File: src/rtl/mem_arb_pkg.sv
// Shared types and defaults for the data-memory port arbiter.
package mem_arb_pkg;

  // RV funct3 for a full 32-bit access; DMA beats always use it.
  localparam logic [2:0] MEM_TYPE_WORD = 3'b010;

  localparam int DEF_MAX_CPU_RUN   = 4;
  localparam int DEF_MAX_DMA_BURST = 8;

  // Which requester owns the memory port this cycle.
  typedef enum logic [1:0] {
    OWN_NONE = 2'd0,
    OWN_CPU  = 2'd1,
    OWN_DMA  = 2'd2
  } owner_e;

endpackage

File: src/rtl/dmem_port_arbiter_if.sv
// Request/response bundle between the CPU M-stage, the DMA engine, the
// arbiter and the data memory. The arbiter takes the slave side; the
// environment (pipeline, DMA, memory) takes the master side.
interface dmem_port_arbiter_if;
  // CPU memory stage
  logic        cpu_req;
  logic        cpu_we;
  logic [31:0] cpu_addr;
  logic [31:0] cpu_wdata;
  logic [2:0]  cpu_load_type;
  logic [2:0]  cpu_store_type;
  logic        cpu_stall;
  logic [31:0] cpu_rdata;
  // DMA / loader
  logic        dma_req;
  logic        dma_we;
  logic        dma_last;
  logic [31:0] dma_addr;
  logic [31:0] dma_wdata;
  logic        dma_gnt;
  logic [31:0] dma_rdata;
  // Data memory port
  logic        mem_we;
  logic [31:0] mem_addr;
  logic [31:0] mem_wdata;
  logic [2:0]  mem_load_type;
  logic [2:0]  mem_store_type;
  logic [31:0] mem_rdata;

  modport slave (
    input  cpu_req, cpu_we, cpu_addr, cpu_wdata, cpu_load_type, cpu_store_type,
    input  dma_req, dma_we, dma_last, dma_addr, dma_wdata,
    input  mem_rdata,
    output cpu_stall, cpu_rdata, dma_gnt, dma_rdata,
    output mem_we, mem_addr, mem_wdata, mem_load_type, mem_store_type
  );

  modport master (
    output cpu_req, cpu_we, cpu_addr, cpu_wdata, cpu_load_type, cpu_store_type,
    output dma_req, dma_we, dma_last, dma_addr, dma_wdata,
    output mem_rdata,
    input  cpu_stall, cpu_rdata, dma_gnt, dma_rdata,
    input  mem_we, mem_addr, mem_wdata, mem_load_type, mem_store_type
  );
endinterface

File: src/rtl/dmem_port_arbiter.sv
// Single data-memory port shared by CPU M-stage and DMA, one access per
// cycle. Grant is combinational from registered fairness state; a starvation
// counter bounds DMA wait, a burst counter bounds CPU wait under a DMA lock.
module dmem_port_arbiter
  import mem_arb_pkg::*;
#(
  parameter int MAX_CPU_RUN   = DEF_MAX_CPU_RUN,
  parameter int MAX_DMA_BURST = DEF_MAX_DMA_BURST
) (
  input  logic                clk,
  input  logic                rst,
  dmem_port_arbiter_if.slave  bus
);

  localparam int SW = $clog2(MAX_CPU_RUN + 1);
  localparam int BW = $clog2(MAX_DMA_BURST + 1);
  localparam logic [SW-1:0] RUN_MAX   = SW'(MAX_CPU_RUN);
  localparam logic [BW-1:0] BURST_MAX = BW'(MAX_DMA_BURST);

  logic [SW-1:0] starve_q, starve_d;
  logic [BW-1:0] burst_q,  burst_d;
  logic          lock_q,   lock_d;
  logic          force_cpu_q, force_cpu_d;

  owner_e own;
  logic   cpu_gnt, dma_gnt;

  // Grant decision, first match wins; a pending forced CPU beat pre-empts the lock.
  always_comb begin
    own = OWN_NONE;
    if (rst) begin
      own = OWN_NONE;
    end else if (lock_q && bus.dma_req) begin
      own = (force_cpu_q && bus.cpu_req) ? OWN_CPU : OWN_DMA;
    end else if (bus.dma_req && bus.cpu_req &&
                 (starve_q == RUN_MAX || (!force_cpu_q && lock_q))) begin
      own = OWN_DMA;
    end else if (bus.cpu_req) begin
      own = OWN_CPU;
    end else if (bus.dma_req) begin
      own = OWN_DMA;
    end
  end

  assign cpu_gnt = (own == OWN_CPU);
  assign dma_gnt = (own == OWN_DMA);

  // Port mux: owner drives the memory; idle keeps writes off and parks addr on the CPU.
  always_comb begin
    bus.mem_we         = 1'b0;
    bus.mem_addr       = bus.cpu_addr;
    bus.mem_wdata      = '0;
    bus.mem_load_type  = bus.cpu_load_type;
    bus.mem_store_type = bus.cpu_store_type;
    unique case (own)
      OWN_CPU: begin
        bus.mem_we    = bus.cpu_we;
        bus.mem_wdata = bus.cpu_wdata;
      end
      OWN_DMA: begin
        bus.mem_we         = bus.dma_we;
        bus.mem_addr       = bus.dma_addr;
        bus.mem_wdata      = bus.dma_wdata;
        bus.mem_load_type  = MEM_TYPE_WORD;
        bus.mem_store_type = MEM_TYPE_WORD;
      end
      default: ;
    endcase
  end

  assign bus.dma_gnt   = dma_gnt;
  assign bus.cpu_stall = bus.cpu_req && !cpu_gnt && !rst;
  // Read data is a fan-out; each side qualifies it with its own grant.
  assign bus.cpu_rdata = bus.mem_rdata;
  assign bus.dma_rdata = bus.mem_rdata;

  // Fairness next-state: starvation run, burst lock/length and forced CPU beat.
  always_comb begin
    starve_d    = starve_q;
    lock_d      = lock_q;
    burst_d     = burst_q;
    force_cpu_d = force_cpu_q;

    if (dma_gnt || !bus.dma_req)
      starve_d = '0;
    else if (cpu_gnt && starve_q != RUN_MAX)
      starve_d = starve_q + 1'b1;

    if (dma_gnt) begin
      lock_d = !bus.dma_last;
      if (bus.dma_last)
        burst_d = '0;
      else if (burst_q != BURST_MAX)
        burst_d = burst_q + 1'b1;
    end else if (cpu_gnt) begin
      burst_d = '0;
    end

    // Lock survives the forced beat; only the burst length restarts.
    if (cpu_gnt)
      force_cpu_d = 1'b0;
    else if (burst_d == BURST_MAX && bus.cpu_req)
      force_cpu_d = 1'b1;
  end

  // State registers with synchronous reset; reset drops any burst lock.
  always_ff @(posedge clk) begin
    if (rst) begin
      starve_q    <= '0;
      lock_q      <= 1'b0;
      burst_q     <= '0;
      force_cpu_q <= 1'b0;
    end else begin
      starve_q    <= starve_d;
      lock_q      <= lock_d;
      burst_q     <= burst_d;
      force_cpu_q <= force_cpu_d;
    end
  end

endmodule

File: src/flat_wrapper.sv
// flat-port wrapper written by rule: the top's interface ports become plain ports
module dmem_port_arbiter_flat import mem_arb_pkg::*;
#(
  parameter int MAX_CPU_RUN   = DEF_MAX_CPU_RUN,
  parameter int MAX_DMA_BURST = DEF_MAX_DMA_BURST
)
  (clk, rst, bus_cpu_req, bus_cpu_we, bus_cpu_addr, bus_cpu_wdata, bus_cpu_load_type, bus_cpu_store_type, bus_dma_req, bus_dma_we, bus_dma_last, bus_dma_addr, bus_dma_wdata, bus_mem_rdata, bus_cpu_stall, bus_cpu_rdata, bus_dma_gnt, bus_dma_rdata, bus_mem_we, bus_mem_addr, bus_mem_wdata, bus_mem_load_type, bus_mem_store_type);
  dmem_port_arbiter_if bus_i ();
  input  logic clk;
  input  logic rst;
  input wire logic [$bits(bus_i.cpu_req)-1:0] bus_cpu_req;
  input wire logic [$bits(bus_i.cpu_we)-1:0] bus_cpu_we;
  input wire logic [$bits(bus_i.cpu_addr)-1:0] bus_cpu_addr;
  input wire logic [$bits(bus_i.cpu_wdata)-1:0] bus_cpu_wdata;
  input wire logic [$bits(bus_i.cpu_load_type)-1:0] bus_cpu_load_type;
  input wire logic [$bits(bus_i.cpu_store_type)-1:0] bus_cpu_store_type;
  input wire logic [$bits(bus_i.dma_req)-1:0] bus_dma_req;
  input wire logic [$bits(bus_i.dma_we)-1:0] bus_dma_we;
  input wire logic [$bits(bus_i.dma_last)-1:0] bus_dma_last;
  input wire logic [$bits(bus_i.dma_addr)-1:0] bus_dma_addr;
  input wire logic [$bits(bus_i.dma_wdata)-1:0] bus_dma_wdata;
  input wire logic [$bits(bus_i.mem_rdata)-1:0] bus_mem_rdata;
  output wire logic [$bits(bus_i.cpu_stall)-1:0] bus_cpu_stall;
  output wire logic [$bits(bus_i.cpu_rdata)-1:0] bus_cpu_rdata;
  output wire logic [$bits(bus_i.dma_gnt)-1:0] bus_dma_gnt;
  output wire logic [$bits(bus_i.dma_rdata)-1:0] bus_dma_rdata;
  output wire logic [$bits(bus_i.mem_we)-1:0] bus_mem_we;
  output wire logic [$bits(bus_i.mem_addr)-1:0] bus_mem_addr;
  output wire logic [$bits(bus_i.mem_wdata)-1:0] bus_mem_wdata;
  output wire logic [$bits(bus_i.mem_load_type)-1:0] bus_mem_load_type;
  output wire logic [$bits(bus_i.mem_store_type)-1:0] bus_mem_store_type;
  assign bus_i.cpu_req = bus_cpu_req;
  assign bus_i.cpu_we = bus_cpu_we;
  assign bus_i.cpu_addr = bus_cpu_addr;
  assign bus_i.cpu_wdata = bus_cpu_wdata;
  assign bus_i.cpu_load_type = bus_cpu_load_type;
  assign bus_i.cpu_store_type = bus_cpu_store_type;
  assign bus_i.dma_req = bus_dma_req;
  assign bus_i.dma_we = bus_dma_we;
  assign bus_i.dma_last = bus_dma_last;
  assign bus_i.dma_addr = bus_dma_addr;
  assign bus_i.dma_wdata = bus_dma_wdata;
  assign bus_i.mem_rdata = bus_mem_rdata;
  assign bus_cpu_stall = bus_i.cpu_stall;
  assign bus_cpu_rdata = bus_i.cpu_rdata;
  assign bus_dma_gnt = bus_i.dma_gnt;
  assign bus_dma_rdata = bus_i.dma_rdata;
  assign bus_mem_we = bus_i.mem_we;
  assign bus_mem_addr = bus_i.mem_addr;
  assign bus_mem_wdata = bus_i.mem_wdata;
  assign bus_mem_load_type = bus_i.mem_load_type;
  assign bus_mem_store_type = bus_i.mem_store_type;
  dmem_port_arbiter #(.MAX_CPU_RUN(MAX_CPU_RUN), .MAX_DMA_BURST(MAX_DMA_BURST)) u_core (.clk(clk), .rst(rst), .bus(bus_i));
endmodule
File: config.mk
export PLATFORM = sky130hd
export DESIGN_NAME = dmem_port_arbiter_flat
export DESIGN_NICKNAME = d
export VERILOG_FILES = /design/src/rtl/mem_arb_pkg.sv /design/src/rtl/dmem_port_arbiter_if.sv /design/src/rtl/dmem_port_arbiter.sv /design/src/flat_wrapper.sv
export SDC_FILE = /design/constraint.sdc
export NUM_CORES = 1
export LEC_CHECK = 0
export BUFFER_PORTS_ARGS = -buffer_cell sky130_fd_sc_hd__clkbuf_2
export CAP_MARGIN = 40
export CORE_AREA = 2 2 119 121
export DETAILED_ROUTE_END_ITERATION = 7
export DIE_AREA = 0 0 121 123
export HOLD_SLACK_MARGIN = 0.08
export PLACE_DENSITY = 0.54
export SYNTH_ARGS = -nofsm -noshare
export SYNTH_HDL_FRONTEND = slang
export SYNTH_SLANG_ARGS = --single-unit
File: constraint.sdc
create_clock -name clk -period 4.8 [get_ports clk]
set_input_delay 0.72 -clock clk [delete_from_list [all_inputs] [get_ports clk]]
set_output_delay 0.72 -clock clk [all_outputs]
set_load 0.005 [all_outputs]
### Word-level counts from Yosys, hierarchy flattened

Index checks and enable logic that the tools add are counted.

* $add $sub $neg: 2
* equal/unequal tests: 6
* muxes and demuxes: 15
* reduce and logical (&&, ||, !) cells: 18

Operators by type and width (number)
* 32-bit one-hot mux with 2 select lines: 1
* 32-bit two-way mux: 1
* 4-bit two-way mux: 4
* 2-bit two-way mux: 6
* 1-bit logical AND: 9
* 3-bit two-way mux: 2
* 1-bit zero test: 5
* 4-bit by 1-bit adder with 4-bit output (second input constant): 1
* 4-bit equality test (second input constant): 1
* 4-bit != test (second input constant): 1
* 2-bit OR reduction: 2
* 3-bit by 1-bit adder with 3-bit output (second input constant): 1
* 3-bit equality test (second input constant): 1
* 3-bit != test (second input constant): 1
* 2-bit by 1-bit equality test with 1-bit output (second input constant): 1
* 2-bit equality test (second input constant): 1
* 1-bit logical OR: 2
* 1-bit one-hot mux with 2 select lines: 1

* register bits: 9
* bits of input ports: 173
* output and inout bits: 137
* logic and storage cells: 45

### Logic depth before layout (Yosys ltp)

Gate-level depths: netlist of the first run.

* depth after elaboration: 12
* depth in mapped cells: 11
* mapped depth without buffers: 11

### Worst setup path after synthesis of the first run

No wires, ideal clock.

* kind: input to output
* from: input port bus_dma_req
* to: output port bus_mem_addr[30]
* arrival: 1.958 ns
* data required time: 4.080 ns
* slack: 2.122 ns
* stages: 7
* path buffers: 2
* cells stage by stage: nor2b_1 o21ai_0 inv_1 ha_1 buf_2 buf_2 mux2_2

* word-level cells in the longest chain between the ends: 7
* elaborated cells between the ends (all ways): 10
* classes of those cells: eq/ne (1); mux (6); reduce/logical (3)

RTL lines
* from (decl): RTL line flat_wrapper.sv:17 `input wire logic [$bits(bus_i.dma_req)-1:0] bus_dma_req;`
* 2-bit two-way mux or 1-bit logical AND (tied branches): RTL line dmem_port_arbiter.sv:40, dmem_port_arbiter.sv:35
* 2-bit two-way mux or 1-bit logical AND (tied branches): RTL line dmem_port_arbiter.sv:38, dmem_port_arbiter.sv:35
* 2-bit two-way mux: RTL line dmem_port_arbiter.sv:35 `end else if (bus.dma_req && bus.cpu_req &&`
* 2-bit two-way mux (*): RTL line dmem_port_arbiter.sv:33 `end else if (lock_q && bus.dma_req) begin`
* 2-bit two-way mux (*): RTL line dmem_port_arbiter.sv:31 `if (rst) begin`
* 2-bit equality test (*)
* net bus_dma_gnt: RTL line flat_wrapper.sv:25 `output wire logic [$bits(bus_i.dma_gnt)-1:0] bus_dma_gnt;`
* 32-bit two-way mux (*): RTL line dmem_port_arbiter.sv:55 `unique case (own)`
* to (decl): RTL line flat_wrapper.sv:28 `output wire logic [$bits(bus_i.mem_addr)-1:0] bus_mem_addr;`

The timed path passes the listed nets; every way through them passes the cells marked *.

### Worst setup path in the final report of the first run

* from: register u_core.starve_q[0]
* to: output port bus_mem_addr[14]

* word-level cells in the longest chain between the ends: 8

RTL lines
* from (decl): RTL line dmem_port_arbiter.sv:20 `logic [SW-1:0] starve_q, starve_d;`
* from (signal assigned): RTL line dmem_port_arbiter.sv:114 `starve_q <= starve_d;`
* 3-bit equality test: RTL line dmem_port_arbiter.sv:36 `(starve_q == RUN_MAX || (!force_cpu_q && lock_q))) begin`
* 1-bit logical OR: RTL line dmem_port_arbiter.sv:36
* 1-bit logical AND: RTL line dmem_port_arbiter.sv:35
* 2-bit two-way mux: RTL line dmem_port_arbiter.sv:35
* 2-bit two-way mux: RTL line dmem_port_arbiter.sv:33
* 2-bit two-way mux: RTL line dmem_port_arbiter.sv:31
* 2-bit equality test: RTL line dmem_port_arbiter.sv:55
* 32-bit two-way mux: RTL line dmem_port_arbiter.sv:55

No other way between the ends.

==> metrics, run 1 <==
layout cells sized above 1=65.0%; detail-routed via count per cell=3.78; Post-DP HPWL=6290 um; Post-synth top cells=buf_4, nor2_1, a22oi_1, mux2_2; Reg-to-Reg Start=u_core.starve_q[0]; DRT Pass-1 Iters=4; run status=finished, final reports clean; Final Wtd Congestion=0.773; Rel. slew slack=53.7%; I/O pin total=310; worst skew pair latency=0.24 ns; FMAX=0.291 GHz; crit-path max cell delay=0.63 ns; internal power=287 uW; Clock power frac=37.0%; cell area after layout=2780 um2; Synth Area in XOR/XNOR=0.458%; 1st-iter DRT viols=75; Initial Util=14.1%; max-slew violations=0; H-Tree Depth=1; R2R cell count=11; unrepaired setup endpoints after global routing=no; most area-hungry cell type in the Yosys netlist=buf_4; Max Cap Viol=0; Synth Cell Area=1910 um2; YS warnings=0; Final Non-Filler Cells=577; Period minus WS final=3.44 ns; Hold/Removal Path Class=reg -> reg; register share of total power=19.0%; reg2reg end=u_core.force_cpu_q; Buf/Inv on CP=4; Clock Tree Buf Depth=2; # resized after CTS=0; count of different cell masters after synthesis=33; Leakage Power=1.44 nW; EDFF count, synth=0; Clock transition at path regs=0.04 ns; main combinational cell family by area after synthesis=buffers and inverters; largest net degree at the start of global routing=34; synth top area cells=buf_4, mux2_2, a22oi_1; die width=121 um; Logic pwr share=44.0%; setup bufs post-CTS=0; pwr/cell area=145 nW/um2; post-synthesis sequential area ratio=9.41%; Synth Area in Compound Gates=18.8%; final hold vios=0; gr ovfl total=0; crit path cell chain=inv_1 -> ha_1 -> nand2_1 -> mux2i_1 -> o21ai_0 -> inv_1 -> ha_2 -> buf_12 -> mux2_2 -> clkbuf_2; Top cell by count, worst path=inv_1; Filler Cells Inserted=1548; via count=2182; DR DRC count=0; CP Max Fanout=33; Inserted Diodes=0; FF-to-FF setup slack=2.00 ns; share of the synthesized area in the top cell type=26.3%; P&R area growth vs syn=45.4%; syn avg cell area=7.48 um2; Final period util=71.6%; switch share=28.9%; Hold Startpoint=u_core.force_cpu_q; GRT Util Overall=8.45%; die height=123 um; Final setup violation count=0; Setup crit start kind=flip-flop; port buffer count=213; Hold Path End=u_core.force_cpu_q; drt wl/cell=12.5 um; setup TNS=0 ns; CTS Hold Bufs=0; die area=14900 um2; Sink Count=9; Slowest-stage cell, CP=ha_2; Placed Cells incl. Taps=573; measured slew at the worst slew-check pin=0.694 ns; ys async rst share=0%; Worst EP arrival=2.72 ns; Area after DPL=2700 um2; hold depth=2; synthesized netlist cell count=256; worst setup path class=reg -> out; P_sw=117 uW; core box area=13600 um2; top-count cell post-synth=buf_4; antenna-violating nets left=0; Req. time, crit path=4.08 ns; Seq cells post-synth=9; global-route wire length before repair=10000 um; post-synthesis simple-gate area fraction=16.5%; vias in the first global route=1912; Post-Synth Adder-Cell Area=3.92%; clk_skew=0.00165 ns; Final Routed Wirelength=7200 um; Worst IR Drop VDD=174 uV; top_reg_cell synth=dfxtp_1; # nets final=577; mux cell area share after synthesis=19.3%; CTS tree=yes; Crit. End Element=primary output; post-layout util=20.4%; FP Rows=43; CTS Buf Count=3; syn_nets=435; Crit path max-delay family=adder cells; initial antenna violation count=0; CTS root buf=clkbuf_16
-- layout by cell type, fill, tap and decap left out, drive strengths merged --
cell,Yosys,routed
nand3,2,2
nor3,4,4
a211o,1,1
inv,8,8
o21ai,5,5
nand2b,4,4
nand2,6,6
a22oi,34,34
nor2,39,39
o211ai,1,1
nor2b,5,5
a21oi,6,6
or2,2,2
and2,1,1
mux2,32,32
o311ai,1,1
mux2i,1,1
buf,78,5
nand4b,1,1
dfxtp,9,9
and2b,1,1
a211oi,2,2
xnor2,1,1
and4b,1,1
and3,1,1
ha,6,6
o31a,1,1
clkbuf,3,217
-- layout make-up --
class | count | area [um2] | share of cell area (%)
Inverter | 8 | 30.0 | 1.08
Timing Repair Buffer | 218 | 1140 | 40.8
Sequential cell | 9 | 180 | 6.47
Clock buffer | 4 | 78.8 | 2.83
Tap cell | 180 | 225 | 8.09
Multi-Input combinational cell | 158 | 1130 | 40.7
-- routing by layer --
layer | routed length (um) | GRT usage [%] | vias to the layer above | share of wire, %
met1 | 3340 | 12.7 | 978 | 46
met3 | 455 | 0.830 | 17 | 6.3
met5 | 0 | 0 | - | 0
met4 | 98 | 2.69 | 0 | 1.4
met2 | 3300 | 12.5 | 82 | 46
li1 | - | - | 1105 | -
-- through the flow --
stage / power [mW] / hold WS [ns] / setup slack, ns
6_report: 0.404 / 0.462 / 1.36
5_1_grt: 0.430 / 0.489 / 1.15
4_1_cts: 0.409 / 0.464 / 1.35
3_5_place_dp: 0.257 / 0.461 / 1.39
3_3_place_gp: 0.253 / 0.457 / 1.40
2_1_floorplan: 0.194 / 0.429 / 2.12
-- flip-flops by register name, indices dropped and copies added, names as in the netlist --
register	flops
u_core.force_cpu_q	1
u_core.burst_q	4
u_core.starve_q	3
u_core.lock_q	1
-- tightest hold or removal path, stage by stage (launching register included) --
cell	delay (ns)
dfxtp_1	0.30
nand2_1	0.05
o21ai_1	0.05
-- cell families (layout without fill, tap and decap cells) --
group | after synthesis | in the layout
AO/OA/AOI/OAI | 51 | 51
buffers and inverters | 89 | 230
XOR/XNOR | 1 | 1
flip-flops | 9 | 9
multiplexers | 33 | 33
AND/OR/NAND/NOR | 67 | 67
adder cells (fa/ha/maj) | 6 | 6
-- power by group through the flow --
stage / clock, mW / combinational [mW] / sequential (mW)
2_1_floorplan: 0 / 0.116 / 0.0778
5_1_grt: 0.156 / 0.198 / 0.0767
4_1_cts: 0.152 / 0.180 / 0.0766
3_5_place_dp: 0 / 0.179 / 0.0779
3_3_place_gp: 0 / 0.175 / 0.0779
6_report: 0.150 / 0.178 / 0.0767
-- worst max-delay path by stage --
stage / startpoint / end / slack, ns / cells past startpoint
final: u_core.starve_q[0] / bus_mem_addr[14] / 1.36 / 10
after detailed placement: rst / bus_mem_addr[14] / 1.39 / 8
after CTS: u_core.starve_q[0] / bus_mem_addr[14] / 1.35 / 10
after global placement: rst / bus_mem_addr[14] / 1.40 / 8
after global routing: u_core.starve_q[0] / bus_mem_addr[14] / 1.15 / 10
after floorplan: bus_dma_req / bus_mem_addr[30] / 2.12 / 7
Note: power is estimated with default switching activity, not from simulation.
==> inputs of run 2 (changes only) <==
Settings changed: PLACE_DENSITY 0.54 to 0.56.
Clock period 4.8 ns to 2.8 ns, I/O delays scaled along.
==> metrics, run 2 (synthesized netlist as in run 1, its figures left out) <==
CTS Hold Bufs=0 (unchanged); Leakage Power=1.44 nW (+0.58%); global-route wire length before repair=10300 um (+2.9%); die width=121 um (unchanged); max FFs per register=4 (unchanged); DRT Pass-1 Iters=4 (unchanged); commonest non-fill, non-tap cells in the layout=clkbuf_2, nor2_1, a22oi_1; # nets final=578 (+0.17%); register with the most flip-flops=u_core.burst_q; Final Routed Wirelength=7780 um (+8.0%); hold slack=0.459 ns (-0.00311 ns); Worst EP arrival=2.22 ns (-0.50 ns); Sink Count=9 (unchanged); Inserted Diodes=0 (unchanged); P&R area growth vs syn=47.1%; gr ovfl total=0 (unchanged); DR DRC count=0 (unchanged); cell area after layout=2820 um2 (+1.2%); layout cells sized above 1=65.8% (+0.84 points); run status=finished, final reports clean; Post-DP HPWL=6500 um (+3.3%); clk_skew=0.00434 ns (+0.00270 ns); initial antenna violation count=0 (unchanged); Crit path max-delay family=compound AO/OA/AOI/OAI gates; Req. time, crit path=2.38 ns (-1.70 ns); Final setup violation count=0 (unchanged); CP Max Fanout=24 (-27%); Filler Cells Inserted=1542 (-0.39%); pwr/cell area=246 nW/um2 (+69%); CTS root buf=clkbuf_16; Rel. slew slack=75.2% (+21 points); H-Tree Depth=1 (unchanged); worst skew pair latency=0.24 ns (about the same); most common cell after layout, fill and taps aside=clkbuf_2; Hold/Removal Path Class=reg -> reg; FP Rows=43 (unchanged); core box area=13600 um2 (unchanged); Period minus WS final=2.64 ns; FMAX=0.380 GHz; crit-path max cell delay=0.32 ns (-0.31 ns); post-layout util=20.7% (+0.25 points); die height=123 um (unchanged); I/O pin total=310 (unchanged); drt wl/cell=13.5 um (+7.8%); GRT Util Overall=9.08% (+0.62 points); via count=2246 (+2.9%); Clock Tree Buf Depth=2 (unchanged); Initial Util=14.1% (unchanged); worst setup path class=reg -> out; max-slew violations=0 (unchanged); antenna-violating nets left=0 (unchanged); detail-routed via count per cell=3.89 (+2.8%); Max Cap Viol=0 (unchanged); Placed Cells incl. Taps=574 (+0.17%); measured slew at the worst slew-check pin=0.372 ns (-0.322 ns); Area after DPL=2690 um2 (-0.37%); port buffer count=213 (unchanged); Final Wtd Congestion=0.788 (+2.0%); Crit. End Element=primary output; Slowest-stage cell, CP=dfxtp_1; 1st-iter DRT viols=75 (unchanged); Clock transition at path regs=0.04 ns (about the same); CTS tree=yes; crit path cell chain=inv_1 -> ha_1 -> nand2_1 -> mux2i_2 -> o21ai_1 -> inv_1 -> ha_4 -> buf_6 -> a22oi_1 -> nor2_1 -> clkbuf_2; Buf/Inv on CP=4 (unchanged); final hold vios=0 (unchanged); Top cell by count, worst path=inv_1; Final Non-Filler Cells=578 (+0.17%); Setup crit start kind=flip-flop; largest net degree at the start of global routing=34 (unchanged); vias in the first global route=1982 (+3.7%); CTS Buf Count=3 (unchanged); Worst IR Drop VDD=223 uV (+28%); Regs by FF count=u_core.burst_q x4, u_core.starve_q x3; die area=14900 um2 (unchanged); Final period util=94.1%
[run 2: cell types whose count changed in the layout (fill, tap and decap cells not counted), sizes merged]
cell / before / now
buf: 5 / 6
[run 2: metal layers]
layer  vias up  wire length (um)  global-route usage [%]
li1       1105                 -                       -
met1       992              3040                    10.6
met2       116              3850                    15.6
met3        33               597                    1.61
met4         0               289                    5.31
met5         -                 0                       0
[run 2: final timing paths]
| check | startpoint | endpoint | slack [ns] | cells past startpoint |
|---|---|---|---|---|
| hold / removal | u_core.force_cpu_q | u_core.force_cpu_q | 0.46 | 2 |
| setup / recovery | u_core.starve_q[0] | bus_mem_wdata[5] | 0.16 | 11 |
| setup reg to reg | u_core.starve_q[0] | u_core.force_cpu_q | 0.32 | 12 |
| hold reg to reg | u_core.force_cpu_q | u_core.force_cpu_q | 0.46 | 2 |
[run 2: repair_timing]
item | 4_1_cts | 5_1_grt
endpoints found under the hold margin | 0 | 0
endpoints found under the setup margin | 0 | 54
resized for setup | 0 | 9
setup buffers | 0 | 0
[run 2: cell type report]
class / count / area [um2] / share of cell area [%]
clock buffers: 4 / 78.8 / 2.80
inverters: 8 / 30.0 / 1.07
multi-input cells: 158 / 1160 / 41.3
flip-flops and latches: 9 / 180 / 6.40
well taps: 180 / 225 / 8.00
repair buffers: 219 / 1140 / 40.5
[run 2: report_power, final]
part           switching, mW  leakage (nW)  internal (mW)
registers            0.00132        0.0726          0.130
clock network         0.0609        0.0382          0.190
logic                  0.138          1.33          0.172
[run 2: metrics by stage]
stage / power [mW] / TNS (ns) / setup WS (ns)
2_1_floorplan: 0.332 / 0 / 0.536
3_3_place_gp: 0.438 / 0 / 0.375
3_5_place_dp: 0.437 / 0 / 0.313
4_1_cts: 0.696 / 0 / 0.0484
5_1_grt: 0.744 / -0.0307 / -0.0103
6_report: 0.693 / 0 / 0.165
[run 2: tightest hold or removal path, cell delays in order, from the launching register on]
cell and delay [ns]:
dfxtp_1 0.31, nand2_1 0.05, o21ai_1 0.05
